**src/rtl/dmux_router_if.sv**
```systemverilog
// Handshake bundle between one producer, the router and NOUT consumers.
// The router takes the slave modport; the environment driving it takes master.
interface dmux_router_if #(
    parameter int WIDTH = 16,
    parameter int NOUT  = 4,
    parameter int SELW  = 2
);
    logic [WIDTH-1:0]      in_data;
    logic [SELW-1:0]       in_sel;
    logic                  in_bcast;
    logic                  in_valid;
    logic                  in_ready;
    logic [NOUT*WIDTH-1:0] out_data;
    logic [NOUT-1:0]       out_valid;
    logic [NOUT-1:0]       out_ready;
    logic [7:0]            err_count;

    modport master (
        output in_data, in_sel, in_bcast, in_valid, out_ready,
        input  in_ready, out_data, out_valid, err_count
    );

    modport slave (
        input  in_data, in_sel, in_bcast, in_valid, out_ready,
        output in_ready, out_data, out_valid, err_count
    );
endinterface

```
**src/rtl/dmux_router.sv**
```systemverilog
// Registered 1-to-NOUT demultiplexer with a one-word buffer per channel,
// broadcast delivery and a saturating count of out-of-range selects.
module dmux_router #(
    parameter int WIDTH = 16,
    parameter int NOUT  = 4,
    parameter int SELW  = 2
) (
    input  logic           clk,
    input  logic           reset,
    dmux_router_if.slave   bus
);
    logic [NOUT*WIDTH-1:0] data_r;
    logic [NOUT-1:0]       valid_r;
    logic [7:0]            err_r;

    logic [NOUT-1:0]       free_s;
    logic [NOUT-1:0]       target_s;
    logic [NOUT-1:0]       load_s;
    logic                  sel_ok_s;
    logic                  ready_s;
    logic                  accept_s;
    logic                  drop_s;

    // Channel freedom, destination decode and the combinational in_ready.
    always_comb begin
        free_s   = ~valid_r | bus.out_ready;
        sel_ok_s = (int'(bus.in_sel) < NOUT);
        target_s = '0;
        if (bus.in_bcast) begin
            target_s = '1;
        end else begin
            for (int k = 0; k < NOUT; k++) begin
                target_s[k] = sel_ok_s && (int'(bus.in_sel) == k);
            end
        end
        // A broadcast needs every buffer free so all channels load together.
        if (bus.in_bcast) begin
            ready_s = &free_s;
        end else if (sel_ok_s) begin
            ready_s = |(target_s & free_s);
        end else begin
            ready_s = 1'b1;
        end
        accept_s = bus.in_valid && ready_s;
        drop_s   = accept_s && !bus.in_bcast && !sel_ok_s;
        load_s   = target_s & {NOUT{accept_s}};
    end

    // Per-channel buffers: load wins over drain so a drain+reload stays valid.
    always_ff @(posedge clk or posedge reset) begin
        if (reset) begin
            data_r  <= '0;
            valid_r <= '0;
        end else begin
            for (int k = 0; k < NOUT; k++) begin
                if (load_s[k]) begin
                    data_r[k*WIDTH +: WIDTH] <= bus.in_data;
                    valid_r[k]               <= 1'b1;
                end else if (bus.out_ready[k]) begin
                    valid_r[k] <= 1'b0;
                end else begin
                    valid_r[k] <= valid_r[k];
                end
            end
        end
    end

    // Saturating discard counter for out-of-range unicast selects.
    always_ff @(posedge clk or posedge reset) begin
        if (reset) begin
            err_r <= 8'd0;
        end else if (drop_s && (err_r != 8'hFF)) begin
            err_r <= err_r + 8'd1;
        end else begin
            err_r <= err_r;
        end
    end

    assign bus.in_ready  = ready_s;
    assign bus.out_data  = data_r;
    assign bus.out_valid = valid_r;
    assign bus.err_count = err_r;
endmodule

```
**src/flat_wrapper.sv**
```systemverilog
// flat-port wrapper written by rule: the top's interface ports become plain ports
module dmux_router_flat 
#(
    parameter int WIDTH = 16,
    parameter int NOUT  = 4,
    parameter int SELW  = 2
)
  (clk, reset, bus_in_data, bus_in_sel, bus_in_bcast, bus_in_valid, bus_out_ready, bus_in_ready, bus_out_data, bus_out_valid, bus_err_count);
  dmux_router_if #(.WIDTH(WIDTH), .NOUT(NOUT), .SELW(SELW)) bus_i ();
  input  logic clk;
  input  logic reset;
  input wire logic [$bits(bus_i.in_data)-1:0] bus_in_data;
  input wire logic [$bits(bus_i.in_sel)-1:0] bus_in_sel;
  input wire logic [$bits(bus_i.in_bcast)-1:0] bus_in_bcast;
  input wire logic [$bits(bus_i.in_valid)-1:0] bus_in_valid;
  input wire logic [$bits(bus_i.out_ready)-1:0] bus_out_ready;
  output wire logic [$bits(bus_i.in_ready)-1:0] bus_in_ready;
  output wire logic [$bits(bus_i.out_data)-1:0] bus_out_data;
  output wire logic [$bits(bus_i.out_valid)-1:0] bus_out_valid;
  output wire logic [$bits(bus_i.err_count)-1:0] bus_err_count;
  assign bus_i.in_data = bus_in_data;
  assign bus_i.in_sel = bus_in_sel;
  assign bus_i.in_bcast = bus_in_bcast;
  assign bus_i.in_valid = bus_in_valid;
  assign bus_i.out_ready = bus_out_ready;
  assign bus_in_ready = bus_i.in_ready;
  assign bus_out_data = bus_i.out_data;
  assign bus_out_valid = bus_i.out_valid;
  assign bus_err_count = bus_i.err_count;
  dmux_router #(.WIDTH(WIDTH), .NOUT(NOUT), .SELW(SELW)) u_core (.clk(clk), .reset(reset), .bus(bus_i));
endmodule
```
**config.mk**
```make
export PLATFORM = sky130hd
export DESIGN_NAME = dmux_router_flat
export DESIGN_NICKNAME = d
export VERILOG_FILES = /design/src/rtl/dmux_router_if.sv /design/src/rtl/dmux_router.sv /design/src/flat_wrapper.sv
export SDC_FILE = /design/constraint.sdc
export NUM_CORES = 1
export LEC_CHECK = 0
export BUFFER_PORTS_ARGS = -buffer_cell sky130_fd_sc_hd__buf_2
export CAP_MARGIN = 10
export CORE_MARGIN = 2
export CORE_UTILIZATION = 40
export CTS_CLUSTER_SIZE = 12
export DETAILED_ROUTE_END_ITERATION = 16
export GPL_TIMING_DRIVEN = 1
export PLACE_DENSITY = 0.67
export SLEW_MARGIN = 20
export SYNTH_ARGS = -nofsm -noshare
export SYNTH_HDL_FRONTEND = slang
export SYNTH_SLANG_ARGS = --single-unit
```
**constraint.sdc**
```tcl
create_clock -name clk -period 2.08 [get_ports clk]
set_clock_uncertainty 0.05 [all_clocks]
set_input_delay 0.104 -clock clk [delete_from_list [all_inputs] [get_ports clk]]
set_output_delay 0.104 -clock clk [all_outputs]
set_load 0.1 [all_outputs]
```
==> results of run 1 <==
-- critical path: cells and delay by family, from the launching register on --
| family | cells | cell delay (ns) |
|---|---|---|
| AND/OR/NAND/NOR | 3 | 0.35 |
| AO/OA/AOI/OAI | 1 | 0.36 |
| buffers and inverters | 2 | 0.36 |
| flip-flops | 1 | 0.40 |
-- stage by stage --
stage                     utilization, %  hold slack, ns  setup TNS, ns
after floorplan                        -          0.1857         -1.922
after global placement             50.67          0.1327              0
after detailed placement           50.67          0.1353        -0.1684
after CTS                          56.88        0.008209              0
after global routing               57.50         0.03119              0
final                              57.50         0.03183              0
-- final cells by class --
cell class              count  area share, %
well taps                  96          3.025
flip-flops and latches     68          42.97
inverters                   1        0.09452
clock inverters             6          2.804
repair buffers            124          19.97
multi-input cells          96          27.66
clock buffers              10          3.466
-- cells by family after synthesis --
family,count (synthesis),synth area share (%)
other,1,0.1298
and+or+nand+nor,16,3.032
DFF,68,58.90
buffers and inverters,14,4.157
AOI/OAI and AO/OA,8,5.327
muxes,64,28.45
-- state kept, by name, summed over array words and instances, names as in the netlist --
name / cells
u_core.bus.out_data: 64
u_core.bus.out_valid: 4
-- timing repair --
action / 4_1_cts / 5_1_grt
endpoints found under the hold margin: 83 / 0
hold buffers: 18 / 0
buffers inserted: 0 / 4
setup endpoints to repair: 0 / 23
-- worst max path at each step --
stage / start / endpoint / slack, ns / cells past startpoint
global route: u_core.bus.out_valid[3] / bus_in_ready / 0.005 / 6
detailed placement: bus_in_sel[1] / u_core.bus.out_data[45] / -0.03 / 6
CTS: u_core.bus.out_valid[1] / u_core.bus.out_data[45] / 0.02 / 5
global placement: bus_in_sel[0] / u_core.bus.out_data[47] / 0.04 / 6
floorplan: u_core.bus.out_valid[2] / u_core.bus.out_data[48] / -0.06 / 6
finish: u_core.bus.out_valid[3] / bus_in_ready / 0.11 / 6
-- layer usage --
metal  vias to the layer above  track usage (%)
li1                        848                -
met1                       916            20.08
met2                        72            27.75
met3                        10            6.925
met4                         0            6.513
met5                         -                0
-- placed cells by master, fill, tap and decap left out, drive strengths merged --
master	instances
buf	106
or2	1
nor2	2
clkbuf	10
o211ai	1
clkinvlp	1
a41oi	1
bufinv	3
clkinv	2
and2b	2
dlygate4sd3	18
nand2	6
inv	1
o221ai	3
a21o	1
o21ai	2
dfrtp	68
mux2	64
nand2b	4
nand3	1
conb	8
==> out/qor.txt, run 1 <==
=========================================================================================
Fraction of post-synthesis cell area in the top cell type by area ..........       58.90%
Number of placed I/O pins ..................................................          103
Main flop type after synthesis ............................................. sky130_fd_sc_hd__dfrtp_1
Hold Path Stages ...........................................................            3
Final hold violation count .................................................            0
Count of vias placed by the detailed router ................................         1846
Latest clock arrival within the worst-skew pair ............................      0.34 ns
Worst setup path category .................................................. register to output port
Yosys Warn Count ...........................................................            0
Antenna-violating nets left ................................................            0
Area added between synthesis and finish ....................................       37.46%
Fmax .......................................................................    506.9 MHz
Routed met1 length .........................................................      2690 um
Max-capacitance violation count ............................................            0
Placer's final routability congestion estimate .............................       0.6720
Synthesized netlist cell count .............................................          171
Global-route wire length before repair .....................................      9846 um
Least-Margin Pin Slew ......................................................    0.5468 ns
Post-Route WL ..............................................................      6266 um
Clock buffer depth .........................................................            2
Post-route DRC violation count .............................................            0
Final WS setup .............................................................    0.1071 ns
Die height .................................................................     88.99 um
Global-route usage over all layers .........................................       16.95%
Register area ..............................................................    1707 um^2
Final HPWL from detailed placement .........................................      4262 um
Proportion of register bits with asynchronous set or reset after synthesis .       100.0%
Hold Path Sink ............................................................. u_core.bus.out_valid[0]
Die Span X .................................................................     88.99 um
I/O Buffers ................................................................           94
Largest net degree at the start of global routing ..........................           33
Routed met3 length .........................................................       529 um
CTS-repair resized insts ...................................................            0
Critical Path RT ...........................................................      1.93 ns
Final antenna diode count ..................................................            0
Detailed-route wire length per cell ........................................     15.63 um
Sum of overflow across all layers after global routing .....................            0
TritonCTS clock tree .......................................................        built
Uppermost layer routed .....................................................         met4
Relative slew slack ........................................................       63.50%
Final period utilization ...................................................       94.85%
Kind of path behind the tightest hold check ................................ input pin to register
Reg-to-reg setup timing slack ..............................................      0.15 ns
Cell Rows ..................................................................           30
Result of the run .......................................................... complete, no violations
Cell count of the worst reg-to-reg path ....................................            7
Area of the die ............................................................    7918 um^2
Synth area leaders ......................................................... sky130_fd_sc_hd__dfrtp_1, sky130_fd_sc_hd__mux2_4, sky130_fd_sc_hd__mux2_2, sky130_fd_sc_hd__mux2_1, sky130_fd_sc_hd__o221ai_4
Number of search-and-repair iterations in the first detailed-routing pass ..            3
Clock transition at the registers of the reported paths ....................      0.08 ns
Leading area contributor after synthesis ................................... sky130_fd_sc_hd__dfrtp_1
Ratio of cells with drive above 1 in the final layout ......................       63.61%
Worst endpoint data arrival time ...........................................      1.82 ns
Multi-input gate area ......................................................    1099 um^2
Sequence of cells on the critical path ..................................... nand2b_1 -> nand2_2 -> a41oi_4 -> buf_4 -> or2_2 -> buf_12
Max Fanout on Critical Path ................................................            4
CP Launch Type .............................................................     register
Unrepaired setup endpoints after global routing ............................           no
Synth cell count leaders ................................................... sky130_fd_sc_hd__dfrtp_1, sky130_fd_sc_hd__mux2_2, sky130_fd_sc_hd__mux2_4, sky130_fd_sc_hd__mux2_1, sky130_fd_sc_hd__buf_4
Number of buffers created by CTS ...........................................            9
Fill cells .................................................................          588
Max stage delay on crit path ...............................................      0.40 ns
Sort of element at the end of the critical path ............................  output port
Number of clock sinks seen by CTS ..........................................           68
Clock root buffer .......................................................... sky130_fd_sc_hd__clkbuf_8
Most instantiated library cell after synthesis ............................. sky130_fd_sc_hd__dfrtp_1
Post-synthesis area per instance ...........................................   16.89 um^2
Antenna violations before repair ...........................................            0
Total instance count after detailed placement ..............................          363
Clock period minus final worst setup slack .................................     1.973 ns
Cell Count, Final, Fillers Out .............................................          401
Nets@finish ................................................................          326
Pins Over Slew Limit .......................................................            0
Iter 0 DRT Violations ......................................................           45
Post-Syn Area ..............................................................    2889 um^2
Setup slack after placement ................................................  -0.03039 ns
Post-synth EDFFs ...........................................................            0
Hold Path Origin ........................................................... bus_out_ready[0]
Vias in the first global route .............................................         1946
Startpoint of the worst register-to-register path .......................... u_core.bus.out_valid[3]
Seq/Total Area, Yosys ......................................................       58.90%
Area of all placed cells without fillers ...................................    3971 um^2
Slowest stage cell on the critical path .................................... sky130_fd_sc_hd__dfrtp_2
#FFs+latches synth .........................................................           68
Initial Util ...............................................................       41.83%
Met2 wire len ..............................................................      2957 um
Average vias per placed instance ...........................................        4.603
Reg2reg end ................................................................ u_core.bus.out_data[58]
Count of endpoints failing setup in the final report .......................            0
Post-place instance area ...................................................    3500 um^2
Count of distinct cell types in the synthesized netlist ....................           22
Placeable core area ........................................................    6907 um^2
CTS H-Tree Depth ...........................................................            3
=========================================================================================
Power of run 1 is not shown: default switching activity piles up to over one toggle a cycle in this logic, so the estimate is an artifact.
==> inputs of run 2 (changes only) <==
Settings changed: CORE_MARGIN 2 to not set.
==> run 2 against run 1 <==
  * Via count fell by 1.1%
  * Die area fell by 4.4%
  * First-iteration DRC count fell by 47%
==> out/qor.txt, run 2 (synthesized netlist as in run 1, its figures left out) <==
========================================================================================
Fill cells ................................................................          586   -0.34%
Clock period minus final worst setup slack ................................     1.900 ns   -0.07295 ns
Ratio of cells with drive above 1 in the final layout .....................       63.46%   -0.15 points
Worst endpoint data arrival time ..........................................      1.75 ns   -0.07 ns
Max Fanout on Critical Path ...............................................            5   +1
Critical path buffers and inverters .......................................            1   -1
Count of vias placed by the detailed router ...............................         1825   -1.1%
Kind of path behind the tightest hold check ............................... input pin to register
Final hold violation count ................................................            0   unchanged
Cell Count, Final, Fillers Out ............................................          397   -1.0%
Cell Rows .................................................................           30   unchanged
Final antenna diode count .................................................            0   unchanged
Placer's final routability congestion estimate ............................       0.7322   +9.0%
Max stage delay on crit path ..............................................      0.40 ns   about the same
Clock buffer depth ........................................................            2   unchanged
Die Span X ................................................................     86.99 um   -2.2%
CTS-repair resized insts ..................................................            0   unchanged
Number of placed I/O pins .................................................          103   unchanged
CTS H-Tree Depth ..........................................................            3   unchanged
Hold_buf cts ..............................................................           17   -1
Number of buffers created by CTS ..........................................            9   unchanged
Pins Over Slew Limit ......................................................            0   unchanged
Sum of overflow across all layers after global routing ....................            0   unchanged
Number of flip-flops under the largest register name ......................           64   unchanged
Nets@finish ...............................................................          322   -1.2%
Number of search-and-repair iterations in the first detailed-routing pass .            4   +1
Max-capacitance violation count ...........................................            0   unchanged
Largest net degree at the start of global routing .........................           51   +55%
Initial Util ..............................................................       42.06%   +0.23 points
Unrepaired setup endpoints after global routing ...........................           no
Area added between synthesis and finish ...................................       33.48%
I/O Buffers ...............................................................           94   unchanged
Global-route wire length before repair ....................................      9591 um   -2.6%
Vias in the first global route ............................................         1967   +1.1%
Post-Route WL .............................................................      5867 um   -6.4%
Latest clock arrival within the worst-skew pair ...........................      0.34 ns   about the same
Die height ................................................................     86.99 um   -2.2%
CP Launch Type ............................................................     register
Count of endpoints failing setup in the final report ......................            0   unchanged
Placeable core area .......................................................    6869 um^2   -0.54%
Setup repair bufs after CTS ...............................................            0   unchanged
Final period utilization ..................................................       91.34%   -3.5 points
Clock transition at the registers of the reported paths ...................      0.07 ns   about the same
Total instance count after detailed placement .............................          364   +0.28%
Average vias per placed instance ..........................................        4.597   -0.14%
Final HPWL from detailed placement ........................................      4140 um   -2.9%
TritonCTS clock tree ......................................................        built
Detailed-route wire length per cell .......................................     14.78 um   -5.4%
Sort of element at the end of the critical path ...........................  output port
Post-route DRC violation count ............................................            0   unchanged
Fmax ......................................................................    526.3 MHz   +3.8%
Sequence of cells on the critical path .................................... nand2b_1 -> o21ai_2 -> a41oi_4 -> or2_2 -> buf_12
Critical Path RT ..........................................................      1.93 ns   about the same
Setup total negative slack ................................................         0 ns   unchanged
Antenna-violating nets left ...............................................            0   unchanged
Result of the run ......................................................... complete, no violations
Worst setup path category ................................................. register to output port
Most frequent standard cell in the layout excluding fill and tap cells .... sky130_fd_sc_hd__buf_2
Iter 0 DRT Violations .....................................................           24   -47%
Clock root buffer ......................................................... sky130_fd_sc_hd__clkbuf_8
Number of clock sinks seen by CTS .........................................           68   unchanged
Area of the die ...........................................................    7566 um^2   -4.4%
Highest-count cells in the layout ignoring fill and taps .................. sky130_fd_sc_hd__buf_2, sky130_fd_sc_hd__dfrtp_1, sky130_fd_sc_hd__mux2_2, sky130_fd_sc_hd__mux2_4, sky130_fd_sc_hd__dlygate4sd3_1
Category of cells accounting for the largest share of critical-path delay . compound AO/OA/AOI/OAI gates
Slowest stage cell on the critical path ................................... sky130_fd_sc_hd__dfrtp_2
Antenna violations before repair ..........................................            0   unchanged
Global-route usage over all layers ........................................       17.06%   +0.11 points
========================================================================================
run 2: routing by layer:
layer | global-route usage, % | wire length (um) | part of all wire (%)
met1 | 20.53 | 2584 | 44
met4 | 7.273 | 65 | 1.1
met5 | 0 | 0 | 0
met3 | 6.919 | 572 | 9.7
met2 | 27.06 | 2644 | 45
run 2: layout make-up:
| class | count | area, um^2 | area share (%) |
|---|---|---|---|
| clock buffer | 9 | 123.9 | 3.212 |
| clock inverter | 7 | 67.56 | 1.752 |
| inverter | 1 | 3.754 | 0.09734 |
| multi-input combinational | 96 | 1099 | 28.49 |
| sequential | 68 | 1707 | 44.26 |
| tap | 96 | 120.1 | 3.115 |
| timing repair buffer | 120 | 735.7 | 19.08 |
run 2: per-stage QoR:
step | setup slack [ns] | utilization [%] | area [um^2] | hold WS (ns)
2_1_floorplan | -0.05767 | - | 2925 | 0.1857
3_3_place_gp | 0.2316 | 50.87 | 3495 | 0.08543
3_5_place_dp | 0.1897 | 50.87 | 3495 | 0.09294
4_1_cts | 0.1300 | 56.14 | 3856 | 0.003648
5_1_grt | 0.09435 | 56.14 | 3856 | 0.03672
6_report | 0.1801 | 56.14 | 3856 | 0.004868
run 2: worst paths after layout:
check,from,endpoint,slack [ns],cells past startpoint
worst max-delay path,u_core.bus.out_valid[2],bus_in_ready,0.18,5
worst min-delay path,bus_out_ready[3],u_core.bus.out_valid[3],0.005,3
worst max register to register,u_core.bus.out_valid[2],u_core.bus.out_data[16],0.21,6
worst min register to register,u_core.bus.out_data[48],u_core.bus.out_data[48],0.44,1
max in group asynchronous,reset,u_core.bus.out_data[39],1.11,4
min in group asynchronous,reset,u_core.bus.out_data[27],0.27,3
run 2: worst reg2reg max path: stages, from the launching register on:
cell and delay (ns):
sky130_fd_sc_hd__dfrtp_2 0.40, sky130_fd_sc_hd__nand2b_1 0.13, sky130_fd_sc_hd__o21ai_2 0.09, sky130_fd_sc_hd__a41oi_4 0.40, sky130_fd_sc_hd__o221ai_4 0.15, sky130_fd_sc_hd__buf_4 0.22
sky130_fd_sc_hd__mux2_4 0.32
Power of run 2 is left out for the same reason.
==> inputs of run 3 (changes only) <==
Settings changed: ABC_AREA set to 1, PLACE_DENSITY 0.67 to 0.66.
==> run 3 against run 2 <==
  * Core utilization decreased by 2.7 points
  * Cell area grew 0.42%
  * Final cell count up 36%
  * Critical path depth increased by 2
  * Global-route usage rose by 5.3 points
  * Largest cell class unchanged
  * Setup slack lost 0.077 ns
  * Critical path type unchanged
==> out/qor.txt, run 3 <==
=========================================================================================
Critical Path RT ...........................................................      1.93 ns   about the same
CTS H-Tree Depth ...........................................................            3   unchanged
CTS-repair resized insts ...................................................            0   unchanged
Area of the die ............................................................    7877 um^2   +4.1%
Global-route usage over all layers .........................................       22.41%   +5.3 points
Met1 Use GR ................................................................       32.85%   +12 points
Met2 track utilization from global routing .................................       29.93%   +2.9 points
Iter 0 DRT Violations ......................................................          231   +860%
Result of the run .......................................................... complete, no violations
Max-capacitance violation count ............................................            0   unchanged
Most instantiated library cell after synthesis ............................. sky130_fd_sc_hd__nand2_1
Clock root buffer .......................................................... sky130_fd_sc_hd__clkbuf_8
Latest clock arrival within the worst-skew pair ............................      0.35 ns   about the same
Yosys Warn Count ...........................................................            0   unchanged
Highest-count cells in the layout ignoring fill and taps ................... sky130_fd_sc_hd__nand2_1, sky130_fd_sc_hd__buf_2, sky130_fd_sc_hd__dfrtp_1, sky130_fd_sc_hd__nand4_1, sky130_fd_sc_hd__dlygate4sd3_1
Ratio of cells with drive above 1 in the final layout ......................       28.73%   -35 points
Final HPWL from detailed placement .........................................      5329 um   +29%
Number of clock sinks seen by CTS ..........................................           68   unchanged
Sum of overflow across all layers after global routing .....................            0   unchanged
Fill cells .................................................................          694   +18%
Main flop type after synthesis ............................................. sky130_fd_sc_hd__dfrtp_1
Clock period minus final worst setup slack .................................     1.977 ns   +0.07701 ns
I/O Buffers ................................................................           94   unchanged
Detailed-route wire length per cell ........................................     15.59 um   +5.5%
Synth cell count leaders ................................................... sky130_fd_sc_hd__nand2_1, sky130_fd_sc_hd__dfrtp_1, sky130_fd_sc_hd__nand4_1
Unrepaired setup endpoints after global routing ............................           no
Setup repair bufs after CTS ................................................            0   unchanged
Number of buffers created by CTS ...........................................            9   unchanged
Count of vias placed by the detailed router ................................         2739   +50%
Count of distinct cell types in the synthesized netlist ....................           18   -18%
Worst endpoint data arrival time ...........................................      1.82 ns   +0.07 ns
Worst VDD drop .............................................................    0.8000 mV
Post-Route WL ..............................................................      8434 um   +44%
Power per Cell Area ........................................................ 1581 nW/um^2
Layer with the highest usage ...............................................         met1
Initial Util ...............................................................       41.50%   -0.55 points
Leading area contributor after synthesis ................................... sky130_fd_sc_hd__dfrtp_1
Global-route wire length before repair .....................................     12970 um   +35%
Antenna-violating nets left ................................................            0   unchanged
Number of search-and-repair iterations in the first detailed-routing pass ..            5   +1
Setup total negative slack .................................................         0 ns   unchanged
Vias in the first global route .............................................         2521   +28%
TritonCTS clock tree .......................................................        built
Die height .................................................................     88.75 um   +2.0%
Placer's final routability congestion estimate .............................       0.7637   +4.3%
Synth area leaders ......................................................... sky130_fd_sc_hd__dfrtp_1, sky130_fd_sc_hd__nand2_1, sky130_fd_sc_hd__nand4_1, sky130_fd_sc_hd__buf_4, sky130_fd_sc_hd__buf_6
Count of endpoints failing setup in the final report .......................            0   unchanged
Clock buffer depth .........................................................            2   unchanged
Post-route DRC violation count .............................................            0   unchanged
Final core utilization .....................................................       53.39%   -2.7 points
Number of placed I/O pins ..................................................          103   unchanged
Worst setup path category .................................................. register to output port
Most frequent standard cell in the layout excluding fill and tap cells ..... sky130_fd_sc_hd__nand2_1
Cell count of the worst reg-to-reg path ....................................            6   unchanged
Cell Rows ..................................................................           31   +3.3%
Post-synthesis area per instance ...........................................   9.013 um^2   -47%
Met3 capacity usage during global routing ..................................       4.851%   -2.1 points
Average vias per placed instance ...........................................        5.063   +10%
Final hold violation count .................................................            0   unchanged
Fraction of post-synthesis cell area in the top cell type by area ..........       56.53%   -2.4 points
Proportion of register bits with asynchronous set or reset after synthesis .       100.0%   unchanged
Die Span X .................................................................     88.75 um   +2.0%
Clock transition at the registers of the reported paths ....................      0.07 ns   about the same
Largest net degree at the start of global routing ..........................           66   +29%
Post-synth EDFFs ...........................................................            0   unchanged
Synthesized netlist cell count .............................................          334   +95%
Antenna violations before repair ...........................................            0   unchanged
Hold Path Stages ...........................................................            3   unchanged
Max Fanout on Critical Path ................................................           65   +60
Worst-case hold slack ......................................................  0.008550 ns   +0.003681 ns
Least-Margin Pin Slew ......................................................    0.5710 ns
Number of flip-flops under the largest register name .......................           64   unchanged
Sort of element at the end of the critical path ............................  output port
Area added between synthesis and finish ....................................       28.64%
Final antenna diode count ..................................................            0   unchanged
CP Launch Type .............................................................     register
Pins Over Slew Limit .......................................................            0   unchanged
Placeable core area ........................................................    7253 um^2   +5.6%
Post-Syn Area ..............................................................    3010 um^2   +4.2%
Relative slew slack ........................................................       61.85%
#FFs+latches synth .........................................................           68   unchanged
Seq/Total Area, Yosys ......................................................       56.53%   -2.4 points
Nets@finish ................................................................          463   +44%
Fmax .......................................................................    505.8 MHz   -3.9%
Kind of path behind the tightest hold check ................................ input pin to register
Total leakage power ........................................................     2.182 nW
Final period utilization ...................................................       95.04%   +3.7 points
=========================================================================================
## run 3: cell types whose count changed after synthesis, moves of 3 or more
cell | before | now
sky130_fd_sc_hd__mux2_2 | 28 | 0
sky130_fd_sc_hd__nand2b_1 | 4 | 0
sky130_fd_sc_hd__buf_2 | 0 | 6
sky130_fd_sc_hd__o221ai_4 | 3 | 0
sky130_fd_sc_hd__nor2_1 | 1 | 4
sky130_fd_sc_hd__mux2_1 | 9 | 0
sky130_fd_sc_hd__nand4_2 | 0 | 4
sky130_fd_sc_hd__clkbuf_1 | 0 | 9
sky130_fd_sc_hd__nand2_2 | 1 | 4
sky130_fd_sc_hd__nand2_1 | 5 | 143
sky130_fd_sc_hd__inv_1 | 1 | 9
sky130_fd_sc_hd__mux2_4 | 27 | 0
sky130_fd_sc_hd__nand4_1 | 0 | 64
## run 3: per-stage QoR
stage	cells	power (mW)	instance area, um^2	worst slack, ns
final	541	6.122	3872	0.1031
after floorplan	341	4.558	3039	0.05527
after CTS	541	6.142	3872	0.1063
after global routing	541	6.342	3872	0.03786
after detailed placement	509	5.072	3528	0.3007
after global placement	509	5.053	3528	0.3563
## run 3: repair_timing
action,CTS,global route
setup endpoints to repair,0,0
hold endpoints to repair,45,0
hold buffers,16,0
## run 3: cell families (layout without fill, tap and decap cells)
family | Yosys count | in the layout | synth area share (%)
compound gates | 2 | 2 | 0.7896
buf+inv | 41 | 142 | 7.730
flops | 68 | 68 | 56.53
other cells | 1 | 8 | 0.1246
simple gates | 222 | 222 | 34.83
## run 3: area by class of cell
class                      count  area, um^2  area share [%]
clock buffer                  11       131.4           3.393
tap                           99       123.9           3.199
clock inverter                 5       52.55           1.357
inverter                      10       37.54          0.9693
multi-input combinational    232        1110           28.66
sequential                    68        1702           43.94
timing repair buffer         116       715.7           18.48
## run 3: worst max-delay path, cell delays in order (launching register included)
cell and delay, ns:
sky130_fd_sc_hd__dfrtp_1 0.38, sky130_fd_sc_hd__nand2_1 0.13, sky130_fd_sc_hd__nand3_1 0.16, sky130_fd_sc_hd__nor2_1 0.13, sky130_fd_sc_hd__nor2_1 0.08, sky130_fd_sc_hd__nor2_4 0.10, sky130_fd_sc_hd__buf_12 0.26, sky130_fd_sc_hd__buf_12 0.21
## run 3: report_power, final
| group | internal, mW | switching, mW |
|---|---|---|
| registers | 1.62 | 0.174 |
| logic | 0.431 | 2.85 |
| clock network | 0.548 | 0.500 |
| total | 2.60 | 3.52 |
## run 3: worst paths after layout
| check | slack [ns] | from | endpoint |
|---|---|---|---|
| worst min-delay path | 0.009 | bus_in_data[11] | u_core.bus.out_data[11] |
| worst min register to register | 0.43 | u_core.bus.out_data[43] | u_core.bus.out_data[43] |
| min in group asynchronous | 0.25 | reset | u_core.bus.out_data[6] |
| max in group asynchronous | 1.14 | reset | u_core.bus.out_data[31] |
| worst max-delay path | 0.10 | u_core.bus.out_valid[2] | bus_in_ready |
| worst max register to register | 0.25 | u_core.bus.out_valid[2] | u_core.bus.out_data[2] |
## run 3: routing by layer
metal / vias to the layer above / wire length [um]
li1: 1312 / -
met1: 1276 / 3957
met2: 129 / 3598
met3: 22 / 637
met4: 0 / 240
met5: - / 0
Power figures use the tool's default switching activity.
